==> src/rtl/hyper_mvblck_lsab2dram_pkg.sv <==
// Shared types and widths for the LSAB-to-DRAM block mover.
package hyper_mvblck_pkg;

    localparam int SECT_W = 2;
    localparam int CNT_W  = 6;
    localparam int COL_W  = 12;

    typedef enum logic [1:0] {
        IDLE,
        RUN,
        DRAIN
    } state_t;

    typedef logic [(1 << SECT_W)-1:0] sect_onehot_t;

    function automatic sect_onehot_t sect_decode(input logic [SECT_W-1:0] sec);
        sect_onehot_t hot;
        hot      = '0;
        hot[sec] = 1'b1;
        return hot;
    endfunction

endpackage

==> src/rtl/hyper_mvblck_lsab2dram_if.sv <==
// Command, LSAB read and DRAM column write signals of the block mover.
interface hyper_mvblck_lsab2dram_if
    import hyper_mvblck_pkg::*;
#(
    parameter int DATA_W = 32,
    parameter int N_SECT = 4
);

    logic [COL_W-1:0]  BLCK_START;
    logic [CNT_W-1:0]  BLCK_COUNT_REQ;
    logic              BLCK_ISSUE;
    logic [SECT_W-1:0] BLCK_SECTION;
    logic [CNT_W-1:0]  BLCK_COUNT_SENT;
    logic              BLCK_WORKING;
    logic [N_SECT-1:0] LSAB_EMPTY;
    logic [N_SECT-1:0] LSAB_READ;
    logic [DATA_W-1:0] LSAB_DATA;
    logic [COL_W-1:0]  MCU_COL_ADDR;
    logic              MCU_WE;
    logic [DATA_W-1:0] MCU_DATA;

    // The mover is the responder, so its view is the slave modport.
    modport slave (
        input  BLCK_START, BLCK_COUNT_REQ, BLCK_ISSUE, BLCK_SECTION,
        input  LSAB_EMPTY, LSAB_DATA,
        output BLCK_COUNT_SENT, BLCK_WORKING, LSAB_READ,
        output MCU_COL_ADDR, MCU_WE, MCU_DATA
    );

    modport master (
        output BLCK_START, BLCK_COUNT_REQ, BLCK_ISSUE, BLCK_SECTION,
        output LSAB_EMPTY, LSAB_DATA,
        input  BLCK_COUNT_SENT, BLCK_WORKING, LSAB_READ,
        input  MCU_COL_ADDR, MCU_WE, MCU_DATA
    );

endinterface

==> src/rtl/hyper_mvblck_lsab2dram_wpipe.sv <==
// Two-stage pipe: read strobe -> LSAB data capture -> DRAM column write.
module hyper_mvblck_wpipe
    import hyper_mvblck_pkg::*;
#(
    parameter int DATA_W = 32
) (
    input  logic              clk,
    input  logic              rst_n,
    input  logic              rd_stb,
    input  logic [COL_W-1:0]  rd_addr,
    input  logic [DATA_W-1:0] rd_data,
    output logic              we,
    output logic [COL_W-1:0]  col_addr,
    output logic [DATA_W-1:0] wr_data,
    output logic [1:0]        occupancy
);

    logic             vld1;
    logic [COL_W-1:0] addr1;

    // Stage 1 tracks the strobe; LSAB data only arrives one cycle later.
    always_ff @(posedge clk or negedge rst_n) begin
        if (!rst_n) begin
            vld1     <= 1'b0;
            addr1    <= '0;
            we       <= 1'b0;
            col_addr <= '0;
            wr_data  <= '0;
        end else begin
            vld1 <= rd_stb;
            if (rd_stb) begin
                addr1 <= rd_addr;
            end
            we <= vld1;
            if (vld1) begin
                col_addr <= addr1;
                wr_data  <= rd_data;
            end else begin
                wr_data  <= '0;
            end
        end
    end

    assign occupancy = {we, vld1};

endmodule

==> src/rtl/hyper_mvblck_lsab2dram.sv <==
// Block mover: drains one LSAB section into consecutive DRAM columns on BLCK_ISSUE.
module hyper_mvblck_lsab2dram
    import hyper_mvblck_pkg::*;
#(
    parameter int DATA_W = 32,
    parameter int N_SECT = 4
) (
    input  logic                     CLK,
    input  logic                     RST,
    hyper_mvblck_lsab2dram_if.slave  bus
);

    state_t            state;
    state_t            state_nxt;
    logic [CNT_W-1:0]  rem;
    logic [CNT_W-1:0]  rd_cnt;
    logic [CNT_W-1:0]  count_sent;
    logic [COL_W-1:0]  start_col;
    logic [SECT_W-1:0] sec_q;
    logic              working;
    logic              rd_ok;
    logic              sec_empty;
    logic              pipe_busy;
    logic [1:0]        occupancy;
    logic [N_SECT-1:0] sec_hot;

    assign sec_hot   = N_SECT'(sect_decode(sec_q));
    assign sec_empty = |(bus.LSAB_EMPTY & sec_hot);
    assign pipe_busy = |occupancy;

    // An empty section ends the transfer at once; the mover never waits for refill.
    always_comb begin
        state_nxt = state;
        rd_ok     = 1'b0;
        case (state)
            IDLE: begin
                if (bus.BLCK_ISSUE) begin
                    state_nxt = RUN;
                end
            end
            RUN: begin
                if ((rem != '0) && !sec_empty) begin
                    rd_ok = 1'b1;
                end else begin
                    state_nxt = DRAIN;
                end
            end
            DRAIN: begin
                if (!pipe_busy) begin
                    state_nxt = IDLE;
                end
            end
            default: state_nxt = IDLE;
        endcase
    end

    always_ff @(posedge CLK or negedge RST) begin
        if (!RST) begin
            state      <= IDLE;
            rem        <= '0;
            rd_cnt     <= '0;
            count_sent <= '0;
            start_col  <= '0;
            sec_q      <= '0;
            working    <= 1'b0;
        end else begin
            state <= state_nxt;
            if ((state == IDLE) && bus.BLCK_ISSUE) begin
                start_col <= bus.BLCK_START;
                rem       <= bus.BLCK_COUNT_REQ;
                sec_q     <= bus.BLCK_SECTION;
                rd_cnt    <= '0;
                working   <= 1'b1;
            end
            if (rd_ok) begin
                rem    <= rem - CNT_W'(1);
                rd_cnt <= rd_cnt + CNT_W'(1);
            end
            // COUNT_SENT only moves when a transfer finishes, never at issue.
            if ((state == DRAIN) && !pipe_busy) begin
                working    <= 1'b0;
                count_sent <= rd_cnt;
            end
        end
    end

    assign bus.LSAB_READ       = rd_ok ? sec_hot : '0;
    assign bus.BLCK_WORKING    = working;
    assign bus.BLCK_COUNT_SENT = count_sent;

    hyper_mvblck_wpipe #(
        .DATA_W (DATA_W)
    ) u_wpipe (
        .clk       (CLK),
        .rst_n     (RST),
        .rd_stb    (rd_ok),
        .rd_addr   (start_col + COL_W'(rd_cnt)),
        .rd_data   (bus.LSAB_DATA),
        .we        (bus.MCU_WE),
        .col_addr  (bus.MCU_COL_ADDR),
        .wr_data   (bus.MCU_DATA),
        .occupancy (occupancy)
    );

endmodule

==> src/flat_wrapper.sv <==
// flat-port wrapper written by rule: the top's interface ports become plain ports
module hyper_mvblck_lsab2dram_flat import hyper_mvblck_pkg::*;
#(
    parameter int DATA_W = 32,
    parameter int N_SECT = 4
)
  (CLK, RST, bus_BLCK_START, bus_BLCK_COUNT_REQ, bus_BLCK_ISSUE, bus_BLCK_SECTION, bus_LSAB_EMPTY, bus_LSAB_DATA, bus_BLCK_COUNT_SENT, bus_BLCK_WORKING, bus_LSAB_READ, bus_MCU_COL_ADDR, bus_MCU_WE, bus_MCU_DATA);
  hyper_mvblck_lsab2dram_if #(.DATA_W(DATA_W), .N_SECT(N_SECT)) bus_i ();
  input  logic CLK;
  input  logic RST;
  input wire logic [$bits(bus_i.BLCK_START)-1:0] bus_BLCK_START;
  input wire logic [$bits(bus_i.BLCK_COUNT_REQ)-1:0] bus_BLCK_COUNT_REQ;
  input wire logic [$bits(bus_i.BLCK_ISSUE)-1:0] bus_BLCK_ISSUE;
  input wire logic [$bits(bus_i.BLCK_SECTION)-1:0] bus_BLCK_SECTION;
  input wire logic [$bits(bus_i.LSAB_EMPTY)-1:0] bus_LSAB_EMPTY;
  input wire logic [$bits(bus_i.LSAB_DATA)-1:0] bus_LSAB_DATA;
  output wire logic [$bits(bus_i.BLCK_COUNT_SENT)-1:0] bus_BLCK_COUNT_SENT;
  output wire logic [$bits(bus_i.BLCK_WORKING)-1:0] bus_BLCK_WORKING;
  output wire logic [$bits(bus_i.LSAB_READ)-1:0] bus_LSAB_READ;
  output wire logic [$bits(bus_i.MCU_COL_ADDR)-1:0] bus_MCU_COL_ADDR;
  output wire logic [$bits(bus_i.MCU_WE)-1:0] bus_MCU_WE;
  output wire logic [$bits(bus_i.MCU_DATA)-1:0] bus_MCU_DATA;
  assign bus_i.BLCK_START = bus_BLCK_START;
  assign bus_i.BLCK_COUNT_REQ = bus_BLCK_COUNT_REQ;
  assign bus_i.BLCK_ISSUE = bus_BLCK_ISSUE;
  assign bus_i.BLCK_SECTION = bus_BLCK_SECTION;
  assign bus_i.LSAB_EMPTY = bus_LSAB_EMPTY;
  assign bus_i.LSAB_DATA = bus_LSAB_DATA;
  assign bus_BLCK_COUNT_SENT = bus_i.BLCK_COUNT_SENT;
  assign bus_BLCK_WORKING = bus_i.BLCK_WORKING;
  assign bus_LSAB_READ = bus_i.LSAB_READ;
  assign bus_MCU_COL_ADDR = bus_i.MCU_COL_ADDR;
  assign bus_MCU_WE = bus_i.MCU_WE;
  assign bus_MCU_DATA = bus_i.MCU_DATA;
  hyper_mvblck_lsab2dram #(.DATA_W(DATA_W), .N_SECT(N_SECT)) u_core (.CLK(CLK), .RST(RST), .bus(bus_i));
endmodule
==> config.mk <==
export PLATFORM = sky130hd
export DESIGN_NAME = hyper_mvblck_lsab2dram_flat
export DESIGN_NICKNAME = d
export VERILOG_FILES = /design/src/rtl/hyper_mvblck_lsab2dram_pkg.sv /design/src/rtl/hyper_mvblck_lsab2dram_if.sv /design/src/rtl/hyper_mvblck_lsab2dram_wpipe.sv /design/src/rtl/hyper_mvblck_lsab2dram.sv /design/src/flat_wrapper.sv
export SDC_FILE = /design/constraint.sdc
export NUM_CORES = 1
export LEC_CHECK = 0
export BUFFER_PORTS_ARGS = -buffer_cell sky130_fd_sc_hd__buf_2
export CORE_MARGIN = 1
export CORE_UTILIZATION = 46
export DETAILED_ROUTE_END_ITERATION = 7
export PLACE_DENSITY = 0.82
export SLEW_MARGIN = 20
export SYNTH_ARGS = -nofsm -noshare
export SYNTH_HDL_FRONTEND = slang
export SYNTH_SLANG_ARGS = --single-unit
==> constraint.sdc <==
create_clock -name CLK -period 1.7 [get_ports CLK]
set_input_delay 0.34 -clock CLK [delete_from_list [all_inputs] [get_ports CLK]]
set_output_delay 0.34 -clock CLK [all_outputs]
set_load 0.05 [all_outputs]
==> results.py, run 1 <==
metrics = {
    "outcome": {
        "status": "complete, but fails checks",
        "violations": "setup timing",
    },
    "clocking": {
        "htreeDepth": 3,
        "cts_buffers": 9,
        "cts_tree": "built",
        "cts_root_buffer": "clkbuf_8",
        "clk_latency_ns": 0.35,
        "path_clk_slew_ns": 0.09,
        "cts_num_sinks": 93,
        "clockBufferDepth": 2,
    },
    "pwr": {
        "power_per_cell_area_nw_per_um2": 1830,
        "vdd_drop_max_mv": 1.08,
        "p_leak_nw": 2.74,
        "total_power_mw": 9.85,
    },
    "sta": {
        "hold_violations": 0,
        "rsz0062_at_grt": "yes",
        "postLayoutSetupSlackWorst_ns": -0.549,
        "fmax_mhz": 445,
        "fin_tns_setup_ns": -5.01,
        "finClkSkew_ns": 0.0101,
        "final-setup-viol-count": 27,
        "fin_crit_ns": 2.25,
        "finalCritPeriodShare_pct": 132,
        "drv_slew": 0,
        "worst_slew_margin_rel_pct": 67.5,
        "worst_pin_slew_ns": 0.488,
    },
    "worst_setup_path": {
        "worstSetupEndpointType": "output port",
        "arrival_ns": 1.91,
        "cp_max_fo": 5,
        "start_kind": "flip-flop",
        "critPathRequiredTime_ns": 1.36,
        "worstSetupPathType": "reg2out",
    },
    "yosys": {
        "seq_area_frac_synth_pct": 59.6,
        "yosys_warnings": 0,
        "synth_cell_types": 49,
        "synth_ff_type": "dfrtp_1",
        "syn_area_um2": 3910,
        "netlist.area_leader.share_pct": 59.6,
        "syn-instance-count": 339,
        "synthesis.nets": 408,
        "synth_area_leaders": "dfrtp_1 60%, mux2_2 6.6%, and2_1 5.6%",
        "ys_async_sr_fraction_pct": 100,
        "synth_area_leader_cell": "dfrtp_1",
        "synth-seq-cells": 93,
        "avgSynthCellArea_um2": 11.5,
        "synth-edff-count": 0,
    },
    "global_routing": {
        "grt_max_degree": 94,
        "grt_use_total_pct": 23.0,
        "grt_pass1_wl_um": 15400,
        "grt_pass1_vias": 3329,
        "antenna_found_initial": 0,
        "grt_overflow": 0,
    },
    "cells_and_area": {
        "drive_above_1_share_pct": 47.0,
        "finalNonFillerCells": 605,
        "antenna_cells": 0,
        "fill_cells": 614,
        "areaGrowthSynthToFinish_pct": 38.2,
        "final_nets": 565,
    },
    "detailed_routing": {
        "drc": 0,
        "wl_met3_um": 612,
        "vias": 3252,
        "viasPerCell": 5.38,
        "wl_met2_um": 5270,
        "postRouteAntennaNets": 0,
        "drtIter0Drc": 208,
        "m1WireLength_um": 3880,
        "top_layer": "met4",
        "post_drt_wl_per_cell_um": 16.6,
        "wl_um": 10100,
        "drt_first_pass_iters": 4,
    },
    "place": {
        "gp_congestion": 0.874,
        "io_buffer_count": 114,
        "hpwl_um": 6630,
        "placed_cells": 583,
    },
    "floorplan": {
        "rows": 33,
        "core_um2": 8220,
        "die-area_um2": 8860,
        "io_pins": 115,
        "die_width_um": 94.2,
        "die_h_um": 94.2,
        "initial_utilization_pct": 47.5,
    },
    "hold_path": {
        "hold_path_class": "in2async",
    },
    "run": {
        "cap_violations": 0,
    },
}
==> repair_timing <==
item	CTS	global route
hold endpoints to repair	0	0
setup endpoints to repair	30	29
buffers inserted	1	6
pin swaps	7	10
hold buffers	0	0
resized for setup	29	22
==> placed cells by master, fill, tap and decap left out, drive strengths merged, types with 7 or more instances in the layout <==
cell type  synthesis  routed
a21oi             11      11
a31oi              7       7
and2              35      35
buf                5     159
clkbuf             8       9
dfrtp             93      93
ha                 9       9
inv                9      10
mux2              23      23
nand2             50      50
nand3             10      10
nor2               7       7
o21ai             13      13
==> final timing paths <==
path | from | endpoint | slack [ns] | depth (start not counted)
setup reg to reg | u_core.sec_q[0]$_DFFE_PN0P_ | u_core.rem[3]$_DFFE_PN0P_ | -0.24 | 4
setup / recovery | u_core.sec_q[0]$_DFFE_PN0P_ | bus_LSAB_READ[3] | -0.55 | 6
hold reg to reg | u_core.u_wpipe.col_addr[8]$_DFFE_PN0P_ | u_core.u_wpipe.col_addr[8]$_DFFE_PN0P_ | 0.50 | 1
hold / removal | RST | u_core.bus.BLCK_COUNT_SENT[2]$_DFFE_PN0P_ | 0.02 | 2
min in group CLK | bus_BLCK_SECTION[1] | u_core.sec_q[1]$_DFFE_PN0P_ | 0.17 | 3
max in group asynchronous | RST | u_core.u_wpipe.addr1[7]$_DFFE_PN0N_ | 1.30 | 2
==> power by group <==
part           switching [mW]  total (mW)  internal [mW]
Combinational            3.02        4.91           1.89
Clock                   0.786        1.47          0.685
Sequential              0.511        3.48           2.97
==> area by class of cell <==
class	instances	area [um2]	area share (%)
clock buffer	9	124	2.29
sequential	93	2330	43.2
timing repair buffer	159	976	18.1
tap	105	131	2.43
multi-input combinational	224	1720	31.9
clock inverter	6	72.6	1.34
inverter	9	38.8	0.719
==> through the flow <==
stage	worst slack (ns)	area, um2	util (%)	hold slack (ns)
CTS	-0.559	5260	64.0	0.0384
global placement	-0.289	4910	59.8	0.426
detailed placement	-0.308	4910	59.8	0.422
floorplan	-0.379	3970	-	0.0444
finish	-0.549	5400	65.7	0.0171
global route	-0.621	5400	65.7	0.0627
==> state kept, by name (all words and copies together) (netlist names), 2 cells and up <==
name and cells:
u_core.u_wpipe.addr1 12, u_core.start_col 12, u_core.bus.BLCK_COUNT_SENT 6, u_core.state 2, u_core.rd_cnt 6, u_core.sec_q 2
u_core.u_wpipe.wr_data 32, u_core.u_wpipe.col_addr 12, u_core.rem 6
==> cell usage after synthesis (2+ instances only) <==
master,number
nor3_1,5
nand3_1,10
buf_2,2
ha_1,9
a221o_1,3
a221oi_1,2
nand2b_1,2
xor2_1,2
a31oi_1,7
inv_1,8
o22ai_1,3
o211ai_1,2
nor3b_1,4
nor4_1,2
o21ai_0,13
a211oi_1,2
mux2_2,23
and2_1,35
nand4_1,2
nor2_1,7
nand2_1,49
buf_1,2
xnor2_1,3
a21oi_1,11
or3_1,4
nor2b_1,2
a21o_1,2
mux2i_1,2
clkbuf_1,8
o221ai_1,2
dfrtp_1,93
==> worst max-delay path, stage by stage, from the launching register on <==
cell	delay (ns)
dfrtp_2	0.38
mux4_2	0.54
nor2_4	0.13
nand2_4	0.11
inv_4	0.07
and3_4	0.19
buf_8	0.14
==> cells by family (layout without fill, tap and decap cells) <==
family                     Yosys count  in the layout  synth area share [%]
muxes                               26             26                  7.72
DFF                                 93             93                  59.6
adders and majority gates           10             10                  3.40
and+or+nand+nor                    131            131                  17.3
buffers and inverters               22            183                  2.37
AOI/OAI and AO/OA                   52             52                  8.55
xor gates and xnor gates             5              5                  1.12
==> layer usage <==
metal,up-vias,GRT usage [%]
met3,32,3.32
met4,0,12.3
met2,130,38.2
met1,1601,28.9
li1,1489,-
met5,-,0
No activity file was read; power rests on OpenSTA's default activity.
==> run 2: changes to the inputs <==
--- a/config.mk
+++ b/config.mk
@@ -5,12 +5,15 @@
 export SDC_FILE = /design/constraint.sdc
 export NUM_CORES = 1
 export LEC_CHECK = 0
+export ABC_AREA = 1
 export BUFFER_PORTS_ARGS = -buffer_cell sky130_fd_sc_hd__buf_2
 export CORE_MARGIN = 1
-export CORE_UTILIZATION = 46
+export CORE_UTILIZATION = 49
+export CTS_BUF_LIST = sky130_fd_sc_hd__clkbuf_8
 export DETAILED_ROUTE_END_ITERATION = 7
-export PLACE_DENSITY = 0.82
+export PLACE_DENSITY = 0.86
 export SLEW_MARGIN = 20
 export SYNTH_ARGS = -nofsm -noshare
 export SYNTH_HDL_FRONTEND = slang
+export SYNTH_HIERARCHICAL = 1
 export SYNTH_SLANG_ARGS = --single-unit
==> run 2 against run 1 <==
Compared with the run above: the run still ends with setup timing left; register-to-register slack improved by 0.25 ns; routed wire length is 14% lower; design area decreased by 2.4%; synthesized cell count increased by 39%; non-clock buffer count shrank 16; fmax rose by 14%; critical path depth increased by 2; cell count rose by 19%; combinational power about the same; power is 0.81% lower; largest power group unchanged; highest routed layer unchanged.
==> results.py, run 2 <==
metrics = {
    "outcome": {
        "status": "complete, but fails checks",
        "violations": "setup timing",
    },
    "sta": {
        "worst_pin_slew_ns": 0.443,
        "finClkSkew_ns": 0.00905,
        "rsz0062_at_grt": "yes",
        "fmax_mhz": 505,
        "postLayoutSetupSlackWorst_ns": -0.280,
        "fin_tns_setup_ns": -1.09,
        "fin_crit_ns": 1.98,
        "finalCritPeriodShare_pct": 116,
        "worst_slew_margin_rel_pct": 70.5,
        "fin_worst_hold_slack_ns": 0.147,
        "hold_violations": 0,
        "final-setup-viol-count": 4,
        "drv_slew": 0,
    },
    "worst_setup_path": {
        "start_kind": "flip-flop",
        "crit_slowest_cell": "dfrtp_1",
        "cp_max_fo": 5,
        "critical_path.top_delay_family": "simple AND/OR/NAND/NOR gates",
        "slowest_delay_ns": 0.38,
        "worstSetupEndpointType": "output port",
        "critPathRequiredTime_ns": 1.36,
        "arrival_ns": 1.64,
        "cp_cell_sequence": "inv_2 > ha_4 > nand2_1 > nor2_1 > nor2_2 > nand2_4 > nor3_4 > buf_6",
        "cp_num_buf_inv": 2,
        "worstSetupPathType": "reg2out",
    },
    "yosys": {
        "syn-instance-count": 472,
        "yosys_warnings": 6,
        "synth_area_leader_cell": "dfrtp_1",
        "synthesis.nets": 541,
        "synth_area_leaders": "dfrtp_1 57%, nand2_1 19%, inv_1 5.7%",
        "synth_cell_types": 29,
        "netlist.area_leader.share_pct": 56.8,
        "synth_commonest_cells": "205 x nand2_1, 93 x dfrtp_1, 62 x inv_1",
        "syn_area_um2": 4100,
        "synth-edff-count": 0,
        "synth_most_common_cell": "nand2_1",
        "seq_area_frac_synth_pct": 56.8,
        "synth-seq-cells": 93,
        "avgSynthCellArea_um2": 8.68,
        "ys_async_sr_fraction_pct": 100,
        "synth_ff_type": "dfrtp_1",
    },
    "floorplan": {
        "die-area_um2": 8730,
        "die_width_um": 93.5,
        "rows": 32,
        "initial_utilization_pct": 51.7,
        "core_um2": 7930,
        "die_h_um": 93.5,
        "io_pins": 115,
    },
    "clocking": {
        "clockBufferDepth": 2,
        "cts_buffers": 9,
        "path_clk_slew_ns": 0.10,
        "htreeDepth": 3,
        "cts_num_sinks": 93,
        "cts_tree": "built",
        "cts_root_buffer": "clkbuf_8",
        "clk_latency_ns": 0.37,
    },
    "cells_and_area": {
        "antenna_cells": 0,
        "layout_common_cells": "202 x nand2_1, 109 x buf_2, 88 x dfrtp_1, 58 x inv_1, 28 x buf_4",
        "final_nets": 680,
        "final_common_cell": "nand2_1",
        "largest_register": "u_core/u_wpipe/wr_data",
        "areaGrowthSynthToFinish_pct": 28.6,
        "drive_above_1_share_pct": 32.3,
        "largest_reg_flops": 32,
    },
    "detailed_routing": {
        "postRouteAntennaNets": 0,
        "post_drt_wl_per_cell_um": 12.1,
        "wl_um": 8670,
        "vias": 3373,
        "drt_first_pass_iters": 4,
        "drc": 0,
        "viasPerCell": 4.70,
        "drtIter0Drc": 96,
    },
    "global_routing": {
        "grt_max_degree": 47,
        "grt_overflow": 0,
        "grt_use_total_pct": 19.9,
        "antenna_found_initial": 0,
        "grt_pass1_wl_um": 13600,
        "grt_pass1_vias": 3153,
    },
    "place": {
        "hpwl_um": 6190,
        "gp_congestion": 0.822,
        "io_buffer_count": 114,
        "preCtsSetupSlack_ns": -0.0250,
    },
    "hold_path": {
        "hold_path_class": "in2reg",
    },
    "pwr": {
        "power_per_cell_area_nw_per_um2": 1850,
        "p_leak_nw": 3.18,
        "vdd_drop_max_mv": 1.25,
        "total_power_mw": 9.77,
    },
    "run": {
        "cap_violations": 0,
    },
}
[run 2: cell count changes after synthesis, moves of 5 or more]
cell	delta
a21oi_1	-7
nand3_1	+6
mux2_2	-23
nand2_1	+156
xor2_1	+5
clkbuf_1	-6
a31oi_1	-7
and2_1	-35
inv_1	+54
[run 2: routing by layer]
| metal | track usage, % | up-vias | wire length, um |
|---|---|---|---|
| li1 | - | 1705 | - |
| met1 | 23.5 | 1545 | 3730 |
| met2 | 35.6 | 106 | 4300 |
| met3 | 3.17 | 17 | 455 |
| met4 | 8.59 | 0 | 178 |
| met5 | 0 | - | 0 |
[run 2: worst register-to-register path: stages, from the launching register on]
cell	delay (ns)
dfrtp_1	0.40
ha_2	0.22
fa_2	0.40
nand3_2	0.09
nand2_2	0.06
nand3_2	0.09
nand2_4	0.07
nand3_1	0.09
nand2_1	0.07
nand2_1	0.06
nand2_1	0.04
[run 2: per-stage QoR]
stage,area (um2),cells,util [%]
floorplan,4160,472,-
global placement,4920,695,62.0
detailed placement,4920,695,62.0
CTS,5160,714,65.1
global route,5270,718,66.5
finish,5270,718,66.5
[run 2: layout make-up]
type | count | area [um2]
fill | 640 | 2660
sequential | 93 | 2330
multi-input combinational | 300 | 1550
timing repair buffer | 143 | 831
inverter | 64 | 240
tap | 102 | 128
clock buffer | 9 | 124
clock inverter | 7 | 66.3
[run 2: logic make-up (layout without fill, tap and decap cells)]
| logic type | count (synthesis) | in the layout | share of synthesized area (%) |
|---|---|---|---|
| simple gates | 251 | 251 | 25.0 |
| flops | 93 | 93 | 56.8 |
| buf+inv | 79 | 223 | 8.88 |
| compound gates | 29 | 29 | 3.94 |
| fa+ha+maj | 10 | 10 | 3.24 |
| xor+xnor | 10 | 10 | 2.14 |
[run 2: worst paths after layout]
| path | startpoint | end | slack [ns] | depth (start not counted) |
|---|---|---|---|---|
| min in group asynchronous | RST | u_core/u_wpipe/col_addr[9]$_DFFE_PN0P_ | 0.42 | 2 |
| min reg2reg | u_core/u_wpipe/addr1[0]$_DFFE_PN0P_ | u_core/u_wpipe/addr1[0]$_DFFE_PN0P_ | 0.48 | 2 |
| max reg2reg | u_core/start_col[0]$_DFFE_PN0P_ | u_core/u_wpipe/addr1[8]$_DFFE_PN0P_ | 0.01 | 10 |
| max in group asynchronous | RST | u_core/start_col[7]$_DFFE_PN0P_ | 0.70 | 3 |
| max | u_core/rem[1]$_DFFE_PN0P_ | bus_LSAB_READ[3] | -0.28 | 8 |
| min | bus_LSAB_DATA[28] | u_core/u_wpipe/wr_data[28]$_DFF_PN0_ | 0.15 | 3 |
[run 2: timing repair]
action                     in CTS  in global routing
setup endpoints to repair       6                 14
hold endpoints to repair       26                  0
pin swaps                       3                  5
hold buffers                    1                  0
resized for setup               9                 15
setup buffers                   2                  4
[run 2: where the power goes]
| part | switching, mW | leakage, nW | total [mW] | internal (mW) |
|---|---|---|---|---|
| clock | 0.845 | 0.0978 | 1.41 | 0.567 |
| combinational | 3.38 | 1.87 | 4.89 | 1.51 |
| sequential | 0.467 | 1.21 | 3.47 | 3.00 |
